<file path="src/rtl/seq_alu_pkg.sv">
// seq_alu_pkg: opcode map, FSM states and flag bundle shared by the sequential ALU.
package seq_alu_pkg;

   typedef enum logic [3:0] {
      OP_ADD  = 4'b0000,
      OP_SUB  = 4'b0001,
      OP_AND  = 4'b0010,
      OP_OR   = 4'b0011,
      OP_XOR  = 4'b0100,
      OP_CMP  = 4'b0101,
      OP_MOV  = 4'b0110,
      OP_MUL  = 4'b0111,
      OP_SLL  = 4'b1000,
      OP_SLR  = 4'b1001,
      OP_SRL  = 4'b1010,
      OP_SRA  = 4'b1011,
      OP_IN   = 4'b1100,
      OP_OUT  = 4'b1101,
      OP_NOP  = 4'b1110,
      OP_HALT = 4'b1111
   } op_t;

   typedef enum logic {IDLE, MUL} state_t;

   typedef struct packed {
      logic s;
      logic z;
      logic c;
      logic v;
   } flag_t;

endpackage

</file>
<file path="src/rtl/seq_alu_shifter.sv">
// seq_alu_shifter: log-stage shifter for SLL/SLR/SRL/SRA with carry-out of the last bit shifted out.
module seq_alu_shifter
   import seq_alu_pkg::*;
#(
   parameter int WIDTH = 16,
   localparam int SHW = $clog2(WIDTH)
) (
   input  op_t              op,
   input  logic [WIDTH-1:0] b,
   input  logic [SHW-1:0]   d,
   output logic [WIDTH-1:0] result,
   output logic             carry
);

   logic left, rot, arith;
   logic [WIDTH:0] st [SHW+1];

   assign left  = op == OP_SLL;
   assign rot   = op == OP_SLR;
   assign arith = op == OP_SRA;

   // A guard bit travels with the data (above it for left, below it for right) and ends up as the carry.
   assign st[0] = (left || rot) ? {1'b0, b} : {b, 1'b0};

   for (genvar k = 0; k < SHW; k++) begin : g_stage
      localparam int N = 1 << k;
      assign st[k+1] = !d[k] ? st[k] :
                       left  ? {st[k][WIDTH-N:0], {N{1'b0}}} :
                       rot   ? {1'b0, st[k][WIDTH-1-N:0], st[k][WIDTH-1:WIDTH-N]} :
                               {{N{arith && st[k][WIDTH]}}, st[k][WIDTH:N]};
   end

   assign result = (left || rot) ? st[SHW][WIDTH-1:0] : st[SHW][WIDTH:1];
   assign carry  = (left || rot) ? st[SHW][WIDTH] : st[SHW][0];

endmodule

</file>
<file path="src/rtl/seq_alu.sv">
// seq_alu: registered ALU with valid/ready handshakes and SZCV flags.
// Define SEQ_ALU_MUL_EN to build the MUL state and shift-add multiplier; otherwise op 0111 is a NOP.
module seq_alu
   import seq_alu_pkg::*;
#(
   parameter int WIDTH = 16,
   localparam int SHW = $clog2(WIDTH)
) (
   input  logic             clk,
   input  logic             rst_n,
   input  logic             in_valid,
   output logic             in_ready,
   input  logic [3:0]       op,
   input  logic [WIDTH-1:0] a,
   input  logic [WIDTH-1:0] b,
   input  logic [SHW-1:0]   d,
   output logic             out_valid,
   input  logic             out_ready,
   output logic [WIDTH-1:0] result,
   output logic             s,
   output logic             z,
   output logic             c,
   output logic             v,
   output logic             rd_we,
   output logic             szcv_we,
   output logic             in_flag,
   output logic             out_flag,
   output logic             halt_flag
);

   op_t              opc;
   logic             accept, ld, nop, sh_c;
   logic             ov_q, rd_q, sw_q, inf_q, outf_q, hf_q;
   logic             rd_n, sw_n, inf_n, outf_n, hf_n;
   logic [WIDTH-1:0] res_q, res_n, sh_res;
   logic [WIDTH:0]   add_w, sub_w;
   flag_t            flg_q, flg_n;

   assign opc    = op_t'(op);
   assign add_w  = {1'b0, a} + {1'b0, b};
   assign sub_w  = {1'b0, b} - {1'b0, a};
   assign accept = in_valid && in_ready;

   seq_alu_shifter #(.WIDTH(WIDTH)) u_shift (
      .op     (opc),
      .b      (b),
      .d      (d),
      .result (sh_res),
      .carry  (sh_c)
   );

`ifdef SEQ_ALU_MUL_EN
   state_t             state;
   logic [2*WIDTH-1:0] prod, prod_nx;
   logic [WIDTH-1:0]   mcand;
   logic [WIDTH:0]     psum;
   logic [SHW-1:0]     cnt;
   logic               mul_done;

   // prod starts as {0, b}; each step adds a into the upper half when the low bit is set, then shifts right.
   assign psum     = {1'b0, prod[2*WIDTH-1:WIDTH]} + (prod[0] ? {1'b0, mcand} : '0);
   assign prod_nx  = {psum, prod[WIDTH-1:1]};
   assign mul_done = (state == MUL) && (cnt == SHW'(WIDTH - 1));
   assign in_ready = (state == IDLE) && (!ov_q || out_ready);
   assign ld       = (accept && opc != OP_MUL) || mul_done;

   always_ff @(posedge clk or negedge rst_n) begin
      if (!rst_n) begin
         state <= IDLE;
         prod  <= '0;
         mcand <= '0;
         cnt   <= '0;
      end else if (state == IDLE) begin
         if (accept && opc == OP_MUL) begin
            state <= MUL;
            prod  <= {{WIDTH{1'b0}}, b};
            mcand <= a;
            cnt   <= '0;
         end
      end else begin
         prod <= prod_nx;
         cnt  <= cnt + 1'b1;
         if (mul_done) state <= IDLE;
      end
   end
`else
   assign in_ready = !ov_q || out_ready;
   assign ld       = accept;
`endif

   always_comb begin
      res_n  = '0;
      flg_n  = '0;
      rd_n   = 1'b1;
      sw_n   = 1'b1;
      inf_n  = 1'b0;
      outf_n = 1'b0;
      hf_n   = 1'b0;
      nop    = 1'b0;
      case (opc)
         OP_ADD: begin
            res_n   = add_w[WIDTH-1:0];
            flg_n.c = add_w[WIDTH];
            flg_n.v = (a[WIDTH-1] == b[WIDTH-1]) && (add_w[WIDTH-1] != a[WIDTH-1]);
         end
         OP_SUB, OP_CMP: begin
            res_n   = sub_w[WIDTH-1:0];
            flg_n.c = sub_w[WIDTH];
            flg_n.v = (a[WIDTH-1] != b[WIDTH-1]) && (sub_w[WIDTH-1] != b[WIDTH-1]);
            rd_n    = opc == OP_SUB;
         end
         OP_AND: res_n = a & b;
         OP_OR:  res_n = a | b;
         OP_XOR: res_n = a ^ b;
         OP_MOV: res_n = a;
         OP_SLL, OP_SLR, OP_SRL, OP_SRA: begin
            res_n   = sh_res;
            flg_n.c = sh_c;
         end
         OP_IN: inf_n = 1'b1;
         OP_OUT: begin
            res_n  = a;
            outf_n = 1'b1;
            rd_n   = 1'b0;
            sw_n   = 1'b0;
         end
         OP_HALT: begin
            hf_n = 1'b1;
            rd_n = 1'b0;
            sw_n = 1'b0;
         end
         default: begin
            nop  = 1'b1;
            rd_n = 1'b0;
            sw_n = 1'b0;
         end
      endcase
`ifdef SEQ_ALU_MUL_EN
      if (mul_done) begin
         res_n   = prod_nx[WIDTH-1:0];
         flg_n.c = |prod_nx[2*WIDTH-1:WIDTH];
         flg_n.v = |prod_nx[2*WIDTH-1:WIDTH];
         rd_n    = 1'b1;
         sw_n    = 1'b1;
         inf_n   = 1'b0;
         outf_n  = 1'b0;
         hf_n    = 1'b0;
         nop     = 1'b0;
      end
`endif
      flg_n.s = !nop && res_n[WIDTH-1];
      flg_n.z = !nop && (res_n == '0);
   end

   always_ff @(posedge clk or negedge rst_n) begin
      if (!rst_n) begin
         ov_q   <= 1'b0;
         res_q  <= '0;
         flg_q  <= '0;
         rd_q   <= 1'b0;
         sw_q   <= 1'b0;
         inf_q  <= 1'b0;
         outf_q <= 1'b0;
         hf_q   <= 1'b0;
      end else if (ld) begin
         ov_q   <= 1'b1;
         res_q  <= res_n;
         flg_q  <= flg_n;
         rd_q   <= rd_n;
         sw_q   <= sw_n;
         inf_q  <= inf_n;
         outf_q <= outf_n;
         hf_q   <= hf_n;
      end else if (out_ready) begin
         ov_q <= 1'b0;
      end
   end

   assign out_valid = ov_q;
   assign result    = res_q;
   assign s         = ov_q && flg_q.s;
   assign z         = ov_q && flg_q.z;
   assign c         = ov_q && flg_q.c;
   assign v         = ov_q && flg_q.v;
   assign rd_we     = ov_q && rd_q;
   assign szcv_we   = ov_q && sw_q;
   assign in_flag   = ov_q && inf_q;
   assign out_flag  = ov_q && outf_q;
   assign halt_flag = ov_q && hf_q;

endmodule
</file>
<file path="config.mk">
export PLATFORM = sky130hd
export DESIGN_NAME = seq_alu
export DESIGN_NICKNAME = d
export VERILOG_FILES = /design/src/rtl/seq_alu_pkg.sv /design/src/rtl/seq_alu_shifter.sv /design/src/rtl/seq_alu.sv
export SDC_FILE = /design/constraint.sdc
export NUM_CORES = 1
export LEC_CHECK = 0
export BUFFER_PORTS_ARGS = -buffer_cell sky130_fd_sc_hd__buf_4
export CORE_MARGIN = 10
export CORE_UTILIZATION = 60
export DETAILED_ROUTE_END_ITERATION = 10
export GPL_TIMING_DRIVEN = 0
export HOLD_SLACK_MARGIN = 0.1
export PLACE_DENSITY = 0.82
export SYNTH_ARGS = -nofsm -noshare
export SYNTH_HDL_FRONTEND = slang
export SYNTH_SLANG_ARGS = --single-unit
</file>
<file path="constraint.sdc">
create_clock -name clk -period 3.8 [get_ports clk]
set_input_delay 0.19 -clock clk [delete_from_list [all_inputs] [get_ports clk]]
set_output_delay 0.19 -clock clk [all_outputs]
set_load 0.05 [all_outputs]
</file>
* Word-level counts from Yosys, hierarchy flattened
Index checks and enable logic that the tools add are counted.
** Cells by class
- Multiplexer cells :: 25
- Equality and inequality tests :: 17
- $add $sub $neg :: 2
- Div/mod/pow operators :: 0
- Reductions and logical operators :: 30
- $lt $le $gt $ge :: 0
- $mul :: 0
- Shifts and indexed selects :: 0
- Bitwise operators :: 3
** Operators by type and width (number)
- $mux 17 :: 13
- $pmux 16 s7 :: 1
- $eq 4x4->1 const B :: 7
- $logic_and 1x1->1 :: 18
- $add 16x16->17 :: 1
- $sub 16x16->17 :: 1
- $and 16x16->16 :: 1
- $logic_not 16->1 :: 1
- $mux 16 :: 1
- $or 16x16->16 :: 1
- $xor 16x16->16 :: 1
- $reduce_or 14->1 :: 1
- $eq 4x3->1 const B :: 3
- $reduce_or 12->1 :: 1
- $reduce_or 10->1 :: 1
- $eq 4x2->1 const B :: 2
- $mux 1 :: 7
- $eq 4x1->1 const B :: 1
- $logic_not 4->1 :: 1
- $pmux 1 s2 :: 2
- $reduce_or 2->1 :: 2
- $reduce_or 4->1 :: 1
- $ne 1x1->1 :: 3
- $pmux 1 s3 :: 1
- other kinds (4) :: 5
** Word-level totals
- Memory bits (read-only) :: 0
- Logic and storage cells :: 88
- Bits in latches :: 0
- Input bits :: 44
- Memories kept :: 0
- Bits in writable memories :: 0
- Bits in registers :: 26

* Depth between registers and ports, before layout
- Depth after elaboration :: 23
- Gate-level depth with buffers :: 15
- Mapped depth without buffers :: 13

* Hierarchy
Synthesis repeated with hierarchy kept, for this count alone.
** Unflattened totals
- Cell total of the unflattened synthesis :: 831
- Area total of the unflattened synthesis :: 6048.3 sq um
** By module, submodules not included
- seq_alu :: cells each 517, times used 1, area an instance 3827.4 sq um
- seq_alu_shifter :: cells each 314, times used 1, area an instance 2220.9 sq um

* Least setup slack after synthesis
No wires, ideal clock.
- Kind :: in2reg
- Start :: input port b[2]
- End :: register flg_q[2] in the netlist's numbering
- Buffers on the path :: 1
- Stages :: 13
- Arrival time :: 3183 ps
- Data required time :: 3733 ps
- Setup slack :: 550 ps
- Cells stage by stage :: clkbuf_1 > inv_1 > ha_1 > or2_2 > a221oi_1 > mux2_2 > a2111o_1 > a311oi_1 > nand3_1 > nor4b_1 > nand4_1 > nor4_1 > a41o_1
** Between the ends
- Longest elaborated chain between the ends :: 17
- Elaborated cells between the ends (all ways) :: 22
- Classes of those cells :: 2 x add/sub; 15 x mux; 3 x bitwise; 2 x reduce/logical
** Ends and longest elaborated chain
- from (decl) :: RTL line seq_alu.sv:15 : input logic [WIDTH-1:0] b,
- $mux 17 :: RTL line seq_alu_shifter.sv:23 : assign st[0] = (left || rot) ? {1'b0, b} : {b, 1'b0};
- $mux 17 :: RTL line seq_alu_shifter.sv:29 : rot ? {1'b0, st[k][WIDTH-1-N:0], st[k][WIDTH-1:WIDTH-N]} :
- $mux 17 :: RTL line seq_alu_shifter.sv:28 : left ? {st[k][WIDTH-N:0], {N{1'b0}}} :
- $mux 17 :: RTL line seq_alu_shifter.sv:27 : assign st[k+1] = !d[k] ? st[k] :
- $mux 17 :: RTL line seq_alu_shifter.sv:29
- $mux 17 :: RTL line seq_alu_shifter.sv:28
- $mux 17 :: RTL line seq_alu_shifter.sv:27
- $mux 17 :: RTL line seq_alu_shifter.sv:29
- $mux 17 :: RTL line seq_alu_shifter.sv:28
- $mux 17 :: RTL line seq_alu_shifter.sv:27
- $mux 17 :: RTL line seq_alu_shifter.sv:29
- $mux 17 :: RTL line seq_alu_shifter.sv:28
- $mux 17 :: RTL line seq_alu_shifter.sv:27
- $mux 16 :: RTL line seq_alu_shifter.sv:33 : assign result = (left || rot) ? st[SHW][WIDTH-1:0] : st[SHW][WIDTH:1];
- $pmux 16 s7 * :: RTL line seq_alu.sv:100 : case (opc)
- $logic_not 16->1 * :: RTL line seq_alu.sv:152 : flg_n.z = !nop && (res_n == '0);
- $logic_and 1x1->1 * :: RTL line seq_alu.sv:152
- to (signal assigned) :: RTL line seq_alu.sv:168 : flg_q <= flg_n;
- to (decl) :: RTL line seq_alu.sv:37 : flag_t flg_q, flg_n;
Every way passes the cells marked *; elsewhere a longest branch is shown, timed or not.
A chain may end at the register's enable or synchronous reset.

* Worst setup path in the final report
- Start :: input port b[0]
- End :: register flg_q[2] in the netlist's numbering
The elaborated chain is that of the path after synthesis.

==> impl_results.md <==
* Area contributors post-synth: dfrtp_1 (11%), ha_1 (9.9%), o21ai_0 (5.5%)
* CTS tree: done
* Post-Syn Area per Cell at approximately 7 um^2
* Max clock buf depth at 2
* Die X at ~120 um
* Global route overflow at 0
* Starting Density at about three fifths
* Yosys top cell area share at 10.74%
* Worst Skew at 0.004478 ns
* Initial antenna violation count at 0
* DIE AREA at roughly 15000 um^2
* Commonest non-fill, non-tap cell in the layout: nand2_1
* TritonCTS Sinks at 26
* MaxCap Viol Count at 0
* Status: finished, final reports clean
* Antenna diode count at 0
* Post-synth ARST share at 100.0%
* Non-Filler Instances at about 1100
* RSZ-0062 raised after global routing: true
* Total CTS buffers at 3
* Root buf cell: clkbuf_8
* Reg-to-Reg Start: out_valid$_DFFE_PN0P_
* Tmin final at around 3.7 ns
* Synth-to-Final Area Change at 12.70%
* Port Buffers at 67
* Main combinational cell family by area after synthesis: compound AO/OA/AOI/OAI gates
* GRT Overall Usage at around 34%
* Final Util at 69.52%
* DRT antenna net count at 0
* Clk pin slew, worst setup/hold paths at roughly 0.090 ns
* Mapped Area at ~6100 um^2
* Combinational Power Share at approximately two thirds
* CP max FO at 5
* Number of I/O pins at slightly above 70
* Setup Fix Bufs, Post-CTS at 0
* Synth Flop Type: dfrtp_1
* Internal power at 0.0008341 W
* Fin. max-slew vios at 0
* Area of the multi-input gates at about 5000 um^2
* Clk_lat worst skew at 0.28 ns
* Multiplexer area fraction after synthesis at between 8 and 9%
* Worst VDD drop at 0.0001930 V
* Sequential share of power at ~20%
* Vias in the first global route at 7362
* Synth Register Bits at 26
* Post-Syn Nets at approximately 960
* R2R Setup Slk at ~0.53 ns
* Final Hold Viols at 0
* Fraction of synthesized cell area in xor and xnor cells at 2.169%
* Fillcell total at 848
* Crit. Startpoint: b[0]
* Most frequent cells in the layout: nand2_1 (79), nor2_1 (74), buf_4 (69), o21ai_0 (67), a21oi_1 (63)
* Htree depth at 1
* First-pass DRT Iterations at 6
* Slew HR at roughly a fifth
* Final net count at 1026
* Worst setup path end: flg_q[2]$_DFFE_PN0P_
* Syn Inst Count at between 800 and 900
* Vias per cell at between 7 and 8
* Avg WL per Cell at 24.65 um
* Sequential element share of the synthesized area at 10.74%
* Post-synth EDFFs at 0
* Slowest stage delay, CP at between 0.5 and 0.6 ns
* Nature of the critical path startpoint: input port
* Area share of and/or/nand/nor cells after synthesis at a little over a quarter
* Global-route wire length before repair at around 41000 um
* Largest net degree at the start of global routing at 27
* Setup Total Neg Slack at 0 ns
* Slowest-stage cell, CP: a2111o_1
* Synth Area in Adders at between 10% and 20%
* Hold Path Class: in2reg
* Die Y at between 100 and 150 um
* Crit path arrival time at 3.96 ns
* Placed insts at around 1100
* CP Cell Sequence: buf_4 > inv_1 > ha_1 > fa_1 > or2_2 > a221oi_2 > mux2_2 > a2111o_1 > a311oi_2 > nand3_1 > nor4b_2 > nand4_1 > nor4_2 > a41o_1
* Compound-Gate Fraction of Synth Area at between 30% and 40%
* Vias at roughly 7800
* Tcrit/Tclk final at just under 100%
* Core footprint at approximately 9800 um^2
* Slew @ Worst Pin at between 1 and 1.5 ns
* Switch share at ~51%
* Starting DRT DRC Count at between 1000 and 1500
* Psw at 0.0008620 W
* DRT Wirelength at 26220 um
* Worst Setup End Kind: register
* Detailed placement HPWL at between 20000 and 25000 um
* Clock share of power at between 10% and 20%
* Pwr dens at approximately 250 nW/um^2
* Routability cong. at between 1 and 1.5
* Worst Path Required at ~4.0 ns
* FMAX at around 0.27 GHz
* WS Path Type: in2reg
* Post-synth top area cell: dfrtp_1
* Pleak at ~2.9 nW
* Rows at 36
* Reg area at about 650 um^2
* Drt drc at 0
* Share of final-layout standard cells stronger than drive strength 1 at about 15%
* R2R depth at 11
* Yosys warns at 0
* Worst R2R End: flg_q[2]$_DFFE_PN0P_
* Synth cell types at between 80 and 90
* Final Setup Violations at 0
[final cells by class]
cell class,count,share of cell area (%)
buffer,73,5.059
sequential,26,9.531
inverter,49,2.694
timing repair buffer,68,7.515
tap,133,2.438
multi-input combinational,711,71.72
clock inverter,1,0.4399
clock buffer,3,0.6048
[layer usage]
metal | up-vias | wire [um] | GRT usage (%)
met5 | - | 0 | 0
met4 | 0 | 1902 | 20.74
met3 | 182 | 3981 | 10.89
met2 | 739 | 11000 | 50.99
met1 | 3558 | 9336 | 42.23
li1 | 3348 | - | -
[cells in the mapped netlist (all sizes together), types with 19 or more instances]
cell	n
nand2	79
dfrtp	26
inv	48
o21ai	72
mux2i	22
nand3	19
buf	27
a21oi	64
nor2	75
a31oi	22
nor3	29
ha	48
clkbuf	49
[sequential cells by signal, summed over array words and instances, names as in the netlist]
signal	count
result	16
flg_q	4
hf_q	1
inf_q	1
out_valid	1
outf_q	1
rd_q	1
sw_q	1
[worst max-delay path: cells and delay by family]
family / cells / cell delay (ns)
compound gates: 4 / 1.29
mux: 1 / 0.39
fa+ha+maj: 2 / 0.67
buf+inv: 2 / 0.21
simple gates: 5 / 1.20
[cell families (layout without fill, tap and decap cells)]
group,Yosys count,after routing
AND/OR/NAND/NOR,316,316
AO/OA/AOI/OAI,290,290
XOR/XNOR,15,15
flip-flops,26,26
buffers and inverters,125,194
adder cells (fa/ha/maj),50,50
multiplexers,40,40
[power groups by stage]
stage / clock, W / combinational (W) / sequential, W
finish: 0.000235 / 0.00112 / 0.000346
global route: 0.000247 / 0.00117 / 0.000352
CTS: 0.000232 / 0.00106 / 0.000345
floorplan: 0 / 0.000591 / 0.000472
global placement: 0 / 0.00104 / 0.000348
detailed placement: 0 / 0.00106 / 0.000351
[worst min-delay path by stage]
stage             start                     end  slack, ns  depth (start not counted)
5_1_grt        in_valid   out_valid$_DFFE_PN0P_       0.11                          2
6_report       in_valid   out_valid$_DFFE_PN0P_       0.11                          2
3_3_place_gp      rst_n    flg_q[3]$_DFFE_PN0P_       0.10                          1
3_5_place_dp      rst_n  result[15]$_DFFE_PN0P_       0.11                          1
4_1_cts        in_valid   out_valid$_DFFE_PN0P_       0.11                          2
2_1_floorplan     rst_n    flg_q[0]$_DFFE_PN0P_      -0.11                          0
[per-stage QoR]
step	total power, W	hold slack [ns]	area, um^2	worst slack, ns
2_1_floorplan	0.001063	-0.1056	6057	0.5501
3_3_place_gp	0.001386	0.1032	6726	-0.3648
3_5_place_dp	0.001408	0.1135	6726	-0.4953
4_1_cts	0.001640	0.1142	6815	0.01844
5_1_grt	0.001770	0.1132	6827	-0.03118
6_report	0.001696	0.1142	6827	0.06244
[timing repair]
| item | CTS | global route |
|---|---|---|
| hold buffers | 1 | 0 |
| endpoints found under the hold margin | 26 | 0 |
| gates resized for setup | 2 | 3 |
| endpoints found under the setup margin | 1 | 2 |
No activity file was read; power rests on OpenSTA's default activity.
